### src/rtl/mem_pkg.sv
// Shared definitions for the scratch-memory family: controller states,
// byte-lane width and a constant-foldable ceil(log2) helper.
package mem_pkg;

   typedef enum logic [0:0] {
      INIT  = 1'b0,
      READY = 1'b1
   } state_e;

   localparam int LANE_W = 8;

   function automatic int clog2(input int value);
      int res;
      res = 0;
      for (int i = 0; i < 31; i++) begin
         if ((32'sd1 <<< i) < value) begin
            res = i + 1;
         end
      end
      return res;
   endfunction

endpackage

### src/rtl/mem_1rw_mask_array.sv
// Behavioural single-port storage with per-byte write enables and a registered
// read port. No reset on purpose so a hard macro can replace it one-for-one.
module mem_1rw_mask_array
   import mem_pkg::*;
#(
   parameter  int WIDTH_P = 32,
   parameter  int ELS_P   = 64,
   localparam int ADDR_W  = clog2(ELS_P),
   localparam int LANES   = WIDTH_P / LANE_W
) (
   input  logic               clk_i,
   input  logic               v_i,
   input  logic               w_i,
   input  logic [ADDR_W-1:0]  addr_i,
   input  logic [WIDTH_P-1:0] data_i,
   input  logic [LANES-1:0]   w_mask_i,
   output logic [WIDTH_P-1:0] data_o
);

   logic [WIDTH_P-1:0] mem_r [ELS_P];
   logic [WIDTH_P-1:0] rd_data_r;

   // One access per edge: masked lane write, or read into the output register.
   always_ff @(posedge clk_i) begin
      if (v_i && w_i) begin
         for (int k = 0; k < LANES; k++) begin
            if (w_mask_i[k]) begin
               mem_r[addr_i][k*LANE_W +: LANE_W] <= data_i[k*LANE_W +: LANE_W];
            end
         end
      end else if (v_i) begin
         rd_data_r <= mem_r[addr_i];
      end
   end

   assign data_o = rd_data_r;

endmodule

### src/rtl/mem_1rw_mask.sv
// Single-port masked memory with valid/ready request port and a built-in
// zero-fill sequencer that runs after reset and on clear_i.
module mem_1rw_mask
   import mem_pkg::*;
#(
   parameter  int WIDTH_P = 32,
   parameter  int ELS_P   = 64,
   localparam int ADDR_W  = clog2(ELS_P),
   localparam int LANES   = WIDTH_P / LANE_W
) (
   input  logic               clk_i,
   input  logic               reset_n_i,
   input  logic               clear_i,
   input  logic               v_i,
   input  logic               w_i,
   input  logic [ADDR_W-1:0]  addr_i,
   input  logic [WIDTH_P-1:0] data_i,
   input  logic [LANES-1:0]   w_mask_i,
   output logic               ready_o,
   output logic               v_o,
   output logic [WIDTH_P-1:0] data_o
);

   state_e              state_r;
   state_e              state_nxt_s;
   logic [ADDR_W-1:0]   cnt_r;
   logic                init_last_s;
   logic                init_s;
   logic                ready_s;
   logic                accept_s;
   logic                in_range_s;
   logic                rd_accept_s;
   logic                v_r;
   logic                sel_r;

   logic                arr_v_s;
   logic                arr_w_s;
   logic [ADDR_W-1:0]   arr_addr_s;
   logic [WIDTH_P-1:0]  arr_wdata_s;
   logic [LANES-1:0]    arr_mask_s;
   logic [WIDTH_P-1:0]  arr_rdata_s;

   // Terminal compare against the real depth so odd sizes never wrap early.
   assign init_last_s = (cnt_r == ADDR_W'(ELS_P - 1));
   assign in_range_s  = ($unsigned(32'(addr_i)) < $unsigned(32'(ELS_P)));
   assign accept_s    = v_i & ready_s;
   assign rd_accept_s = accept_s & ~w_i;

   // FSM state register.
   always_ff @(posedge clk_i or negedge reset_n_i) begin
      if (!reset_n_i) begin
         state_r <= INIT;
      end else begin
         state_r <= state_nxt_s;
      end
   end

   // FSM next-state logic; clear_i wins over any concurrent request.
   always_comb begin
      state_nxt_s = state_r;
      case (state_r)
         INIT: begin
            if (init_last_s) begin
               state_nxt_s = READY;
            end else begin
               state_nxt_s = INIT;
            end
         end
         READY: begin
            if (clear_i) begin
               state_nxt_s = INIT;
            end else begin
               state_nxt_s = READY;
            end
         end
         default: state_nxt_s = INIT;
      endcase
   end

   // FSM outputs.
   always_comb begin
      init_s  = 1'b0;
      ready_s = 1'b0;
      case (state_r)
         INIT:    init_s  = 1'b1;
         READY:   ready_s = ~clear_i;
         default: begin
            init_s  = 1'b0;
            ready_s = 1'b0;
         end
      endcase
   end

   // Zero-fill address counter; parked at zero outside INIT.
   always_ff @(posedge clk_i or negedge reset_n_i) begin
      if (!reset_n_i) begin
         cnt_r <= {ADDR_W{1'b0}};
      end else if (init_s && !init_last_s) begin
         cnt_r <= cnt_r + {{(ADDR_W-1){1'b0}}, 1'b1};
      end else begin
         cnt_r <= {ADDR_W{1'b0}};
      end
   end

   // Array port mux: init owns the port in INIT, out-of-range requests never reach it.
   always_comb begin
      arr_v_s     = 1'b0;
      arr_w_s     = 1'b0;
      arr_addr_s  = addr_i;
      arr_wdata_s = data_i;
      arr_mask_s  = w_mask_i;
      if (init_s) begin
         arr_v_s     = 1'b1;
         arr_w_s     = 1'b1;
         arr_addr_s  = cnt_r;
         arr_wdata_s = {WIDTH_P{1'b0}};
         arr_mask_s  = {LANES{1'b1}};
      end else begin
         arr_v_s     = accept_s & in_range_s;
         arr_w_s     = w_i;
      end
   end

   // Read strobe and output select. sel_r gates the unreset array register so
   // data_o is zero after reset and for out-of-range reads, and holds otherwise.
   always_ff @(posedge clk_i or negedge reset_n_i) begin
      if (!reset_n_i) begin
         v_r   <= 1'b0;
         sel_r <= 1'b0;
      end else begin
         v_r <= rd_accept_s;
         if (rd_accept_s) begin
            sel_r <= in_range_s;
         end
      end
   end

   mem_1rw_mask_array #(
      .WIDTH_P (WIDTH_P),
      .ELS_P   (ELS_P)
   ) u_array (
      .clk_i    (clk_i),
      .v_i      (arr_v_s),
      .w_i      (arr_w_s),
      .addr_i   (arr_addr_s),
      .data_i   (arr_wdata_s),
      .w_mask_i (arr_mask_s),
      .data_o   (arr_rdata_s)
   );

   assign ready_o = ready_s;
   assign v_o     = v_r;
   assign data_o  = sel_r ? arr_rdata_s : {WIDTH_P{1'b0}};

endmodule

### config.mk
export PLATFORM = sky130hd
export DESIGN_NAME = mem_1rw_mask
export DESIGN_NICKNAME = d
export VERILOG_FILES = /design/src/rtl/mem_pkg.sv /design/src/rtl/mem_1rw_mask_array.sv /design/src/rtl/mem_1rw_mask.sv
export SDC_FILE = /design/constraint.sdc
export NUM_CORES = 2
export LEC_CHECK = 0
export ABC_CLOCK_PERIOD_IN_PS = 4800
export BUFFER_PORTS_ARGS = -buffer_cell sky130_fd_sc_hd__buf_2
export CAP_MARGIN = 20
export CORE_MARGIN = 3
export CORE_UTILIZATION = 40
export CTS_CLUSTER_SIZE = 30
export DETAILED_ROUTE_END_ITERATION = 10
export GPL_ROUTABILITY_DRIVEN = 0
export HOLD_SLACK_MARGIN = 0.06
export PLACE_DENSITY_LB_ADDON = 0.2
export SYNTH_ARGS = -nofsm -noshare
export SYNTH_HDL_FRONTEND = slang
export SYNTH_HIERARCHICAL = 1
export SYNTH_SLANG_ARGS = --single-unit
### constraint.sdc
create_clock -name clk_i -period 4.8 [get_ports clk_i]
set_input_delay 0.72 -clock clk_i [delete_from_list [all_inputs] [get_ports clk_i]]
set_output_delay 0.72 -clock clk_i [all_outputs]
set_load 0.02 [all_outputs]
==> Word level (Yosys, flattened, before mapping) <==
Memories as Yosys holds them, arrays and structs flattened. A register that Yosys moved wholly into a read port is not among the register bits.
Cells that the tools add are included.
{ "word_totals": {"output_inout_bits": 34, "ram_bits": 2048, "inputBits": 47, "elab_cells": 41, "reg_bits": 9, "n_memories": 1} }
{ "op_classes": {"add_sub_neg": 1, "n_mux": 24, "n_eq_ne": 1, "reduce_logical": 4, "bitwise": 6} }
{ "mem_list": {"columns": ["name", "depth", "word_bits", "rd", "rd_clocked_by_memory_dff", "write_ports", "line", "rtl"], "rows": [
  ["u_array.mem_r", 64, 32, 1, 1, 1, "mem_1rw_mask_array.sv:20", "logic [WIDTH_P-1:0] mem_r [ELS_P];"]
]} }
{ "ops": {"columns": ["operator", "count"], "rows": [
  ["32-bit 2-to-1 mux", 2],
  ["1-bit 2-to-1 mux", 18],
  ["6-bit 2-to-1 mux", 2],
  ["6-bit by 1-bit adder with 6-bit output (second input constant)", 1],
  ["6-bit equality test (second input constant)", 1],
  ["4-bit 2-to-1 mux", 1],
  ["1-bit NOT", 4],
  ["1-bit AND", 2],
  ["1-bit logical AND", 2],
  ["1-bit case mux with 2 select lines", 1],
  ["2-bit AND reduction", 1],
  ["1-bit zero test", 1]
]} }

==> Depth between registers and ports, before layout <==
{ "logic_depth": {"ltp_word": 7, "mapped_depth": 12, "mapped_depth_nobuf": 7} }

==> Hierarchy <==
Netlist, hierarchy kept.
{ "modules_own_cells": {"columns": ["mod", "cells_per_inst", "area_per_inst_um2", "instances", "seq_area_each_um2"], "rows": [
  ["mem_1rw_mask_array", 4634, 79740.2, 1, 62459.9],
  ["mem_1rw_mask", 119, 952.2, 1, 225.2]
]} }

==> Worst setup path before layout <==
No wires, ideal clock.
{ "synth_path": {"kind": "input port to flip-flop", "start": "input clear_i", "end": "register u_array.rd_data_r[0] (netlist: u_array/data_o[0]), read port of u_array.mem_r (enable)", "arrival_time_ps": 2559, "path_stages": 4, "setup_ps": 425, "required_time_ps": 4375, "path_buffers": 1, "setup_slack_ps": 1817, "cell_sequence": "nand2b_1 nand2_1 clkbuf_1 nor2b_1"} }
{ "synth_via": {"elab_chain_cells": 7} }
{ "synth_lines": {"columns": ["item", "line", "rtl"], "rows": [
  ["start, declared", "mem_1rw_mask.sv:13", "input logic clear_i,"],
  ["1-bit NOT (*)", "mem_1rw_mask.sv:86", "READY: ready_s = ~clear_i;"],
  ["1-bit 2-to-1 mux (*)", "mem_1rw_mask.sv:84", "case (state_r)"],
  ["1-bit AND (*)", "mem_1rw_mask.sv:46", "assign accept_s = v_i & ready_s;"],
  ["1-bit 2-to-1 mux (*)", "mem_1rw_mask.sv:112", "if (init_s) begin"],
  ["named net arr_v_s", "mem_1rw_mask.sv:36", "logic arr_v_s;"],
  ["1-bit logical AND", "mem_1rw_mask_array.sv:25", "if (v_i && w_i) begin"],
  ["1-bit NOT (no source line)", null, null],
  ["2-bit AND reduction (no source line) (*)", null, null],
  ["end, declared", "mem_1rw_mask_array.sv:21", "logic [WIDTH_P-1:0] rd_data_r;"]
]} }
The timed path passes the listed nets; every way through them passes the cells marked *.
A chain may end at the register's enable or synchronous reset.

==> Worst setup path in the final report <==
{ "layout_path": {"start": "register state_r", "end": "memory u_array.mem_r[50][24] (enable)"} }
{ "layout_via": {"word_cells_on_any_way": 10, "classes_between": "mux (8); bitwise (1); reduce/logical (1)"} }
{ "layout_rtl": {"columns": ["item", "line", "rtl"], "rows": [
  ["start, declared", "mem_1rw_mask.sv:24", "state_e state_r;"],
  ["start signal, assigned", "mem_1rw_mask.sv:54", "state_r <= state_nxt_s;"],
  ["6-bit 2-to-1 mux", "mem_1rw_mask.sv:112", null],
  ["named net arr_addr_s[0]", "mem_1rw_mask.sv:38", "logic [ADDR_W-1:0] arr_addr_s;"],
  ["end, declared", "mem_1rw_mask_array.sv:20", null]
]} }
The timed path passes the listed nets, and every way through them passes these cells.

==> metrics.cfg <==
[run_status]
status = finished clean

[power]
p_sw_uw = 25500
p_leak_uw = 0.0307
pwr-share-seq = 0.365
finalPower_uw = 64900
ir_worst_vdd_mv = 0.640
intPower_uw = 39400
combPwrFrac = 0.398
swShare = 0.393
p_clk_frac = 0.237
powerDensity_nw_per_um2 = 700

[worst_setup_path]
startpoint_type = flip-flop
cp_max_fo = 37
critPathCaptureType = flip-flop
path_class = flip-flop to flip-flop
cp.required_ps = 5270
critPathArrivalTime_ps = 4900
cp_top_family = simple AND/OR/NAND/NOR gates
crit_chain = mux2_8 -> nand2b_1 -> nor2_4 -> nand2_1 -> nor2_1
cp_slowest_stage_delay_ps = 870
critPathBufInv = 0
crit_slowest_cell = nor2_4

[synth]
syn_nets = 4801
seq_area_frac_synth = 0.777
ys_warn_count = 6
ys_seq_elements = 2089
synthCells = 4753
synth_cell_type_count = 55
synthFlopType = edfxtp_1
avgSynthCellArea_um2 = 17.0
synth_edf_count = 2080
ys_async_sr_fraction = 0.00431
synth_area_um2 = 80700

[grt]
antenna_found_initial = 17
grt_pass1_vias = 46400
grt_overflow = 0
grt_max_degree = 90
grt_pass1_wl_mm = 367
grt_use_total = 0.252

[sta]
rsz0062_at_grt = false
clock_skew_ps = 30.0
setup_viol_count_final = 0
relSlewSlack = 0.259
tightest_slew_ps = 1110
fin_crit_ps = 4420
finalCritPeriodShare = 0.922
maxSlewViolCount = 0
fin_tns_setup_ps = 0
hold_viol = 0
timing.fmax_mhz = 226

[clock_tree]
cts.htree.levels = 4
cts_hold_buf = 2
cts_resized = 0
clkLatencyLatePin_ps = 840
cts_made_buffers = 208
cts.reportedPaths.clkPinSlew_ps = 60
cts_setup_buffers = 0
cts-root-buf = clkbuf_16
clock-sinks = 2089
cts_tree = built
clk_path_buf_depth = 3

[hold_path]
hold_path_class = primary input to flip-flop

[die]
pin_count = 81
dieHeight_um = 455
coreArea_um2 = 200000
initial_core_util = 0.403
die-area_um2 = 207000
rows = 164
die_x_um = 455

[routing]
drc = 0
vias = 48300
dr.pass1.iters = 6
viasPerCell = 6.10
post_drt_wl_per_cell_um = 33.2
antenna_left = 0
wl_mm = 263
first_iter_violations = 6423

[finish]
multiInputGateArea_um2 = 16600
final_common_cell = edfxtp_1
syn_to_final_growth_pct = 15.0
fill_cells = 17200
fin_nets = 5124
most-common-layout-cells = 2080 x edfxtp_1, 399 x nor2_1, 368 x buf_4
final-seq-area_um2 = 62700
drive_above_1_share = 0.182

[place]
io_buffers = 80
hpwl_mm = 172

[flow_run]
cap_violations = 0

==> worst paths after layout <==
| check | startpoint | end | slack [ps] | cells past startpoint |
|---|---|---|---|---|
| min | v_i | v_o | 180 | 3 |
| min reg2reg | cnt_r[0] | cnt_r[0] | 580 | 1 |
| min in group asynchronous | reset_n_i | cnt_r[0] | 270 | 2 |
| max reg2reg | state_r | u_array/mem_r[50][24] | 380 | 5 |
| max | state_r | u_array/mem_r[50][24] | 380 | 5 |
| max in group asynchronous | reset_n_i | sel_r | 4320 | 2 |
==> worst register-to-register path, stage by stage, from the launching register on <==
cell and delay (ps):
dfrtp_2 750, mux2_8 610, nand2b_1 410, nor2_4 870, nand2_1 690, nor2_1 720
==> synth_stat cells (43+ instances only) <==
master       n  share of area
buf_2      105         0.0065
a22o_1      44         0.0048
clkbuf_1   190         0.0088
a21oi_1    105         0.0065
nor3_1      67         0.0042
o21ai_0     72         0.0045
a211oi_1    44         0.0041
mux4_2      48          0.013
edfxtp_1  2080           0.77
a221oi_1   234          0.025
and2_1      70         0.0054
o22ai_1    166          0.013
buf_1       43         0.0020
nor2_1     407          0.019
a22oi_1    348          0.032
nand2_1    125         0.0058
mux2_2      96          0.013
mux2i_1    210          0.026
==> state kept, by name, summed over array words and instances (netlist names) <==
| signal | count |
|---|---|
| u_array/mem_r | 2048 |
| u_array/data_o | 32 |
| cnt_r | 6 |
| sel_r | 1 |
| state_r | 1 |
| v_o | 1 |
==> metal layers <==
metal  up-vias  routed length, um  global-route usage
li1      20100                  -                   -
met1     25400             108000               0.349
met2      2355             119000               0.379
met3       470              24100              0.0561
met4        16              12300               0.116
met5         -                 93                   0
==> power by group through the flow <==
stage	combinational [uW]	clock (uW)	sequential (uW)
2_1_floorplan	14600	0	23800
3_3_place_gp	25500	0	24000
3_5_place_dp	25600	0	24100
4_1_cts	25600	15600	23700
5_1_grt	27000	16300	23800
6_report	25900	15400	23700
==> metrics by stage <==
| stage | util | worst slack [ps] | instance area, um^2 | hold WS (ps) | std cells |
|---|---|---|---|---|---|
| floorplan | - | 1820 | 80700 | 424 | 4753 |
| global placement | 0.431 | 522 | 86300 | 551 | 7519 |
| detailed placement | 0.432 | 459 | 86300 | 577 | 7520 |
| CTS | 0.463 | 446 | 92700 | 110 | 7906 |
| global route | 0.464 | 313 | 92700 | 153 | 7918 |
| finish | 0.464 | 375 | 92800 | 177 | 7929 |
==> cells by family after synthesis <==
logic type               after synthesis  share of synthesized area
AO/OA/AOI/OAI                       1166                      0.107
XOR/XNOR                               3                   0.000326
AND/OR/NAND/NOR                      776                     0.0432
buffers and inverters                364                     0.0199
flip-flops                          2089                      0.777
multiplexers                         354                     0.0528
adder cells (fa/ha/maj)                1                   0.000155
==> layout make-up <==
| cell class | instances | area share |
|---|---|---|
| well taps | 2656 | 0.0358 |
| clock inverters | 110 | 0.00875 |
| diodes | 23 | 0.000620 |
| multi-input cells | 2300 | 0.179 |
| inverters | 2 | 0.000162 |
| clock buffers | 274 | 0.0597 |
| flip-flops and latches | 2089 | 0.676 |
| repair buffers | 475 | 0.0397 |
Power figures use the tool's default switching activity.
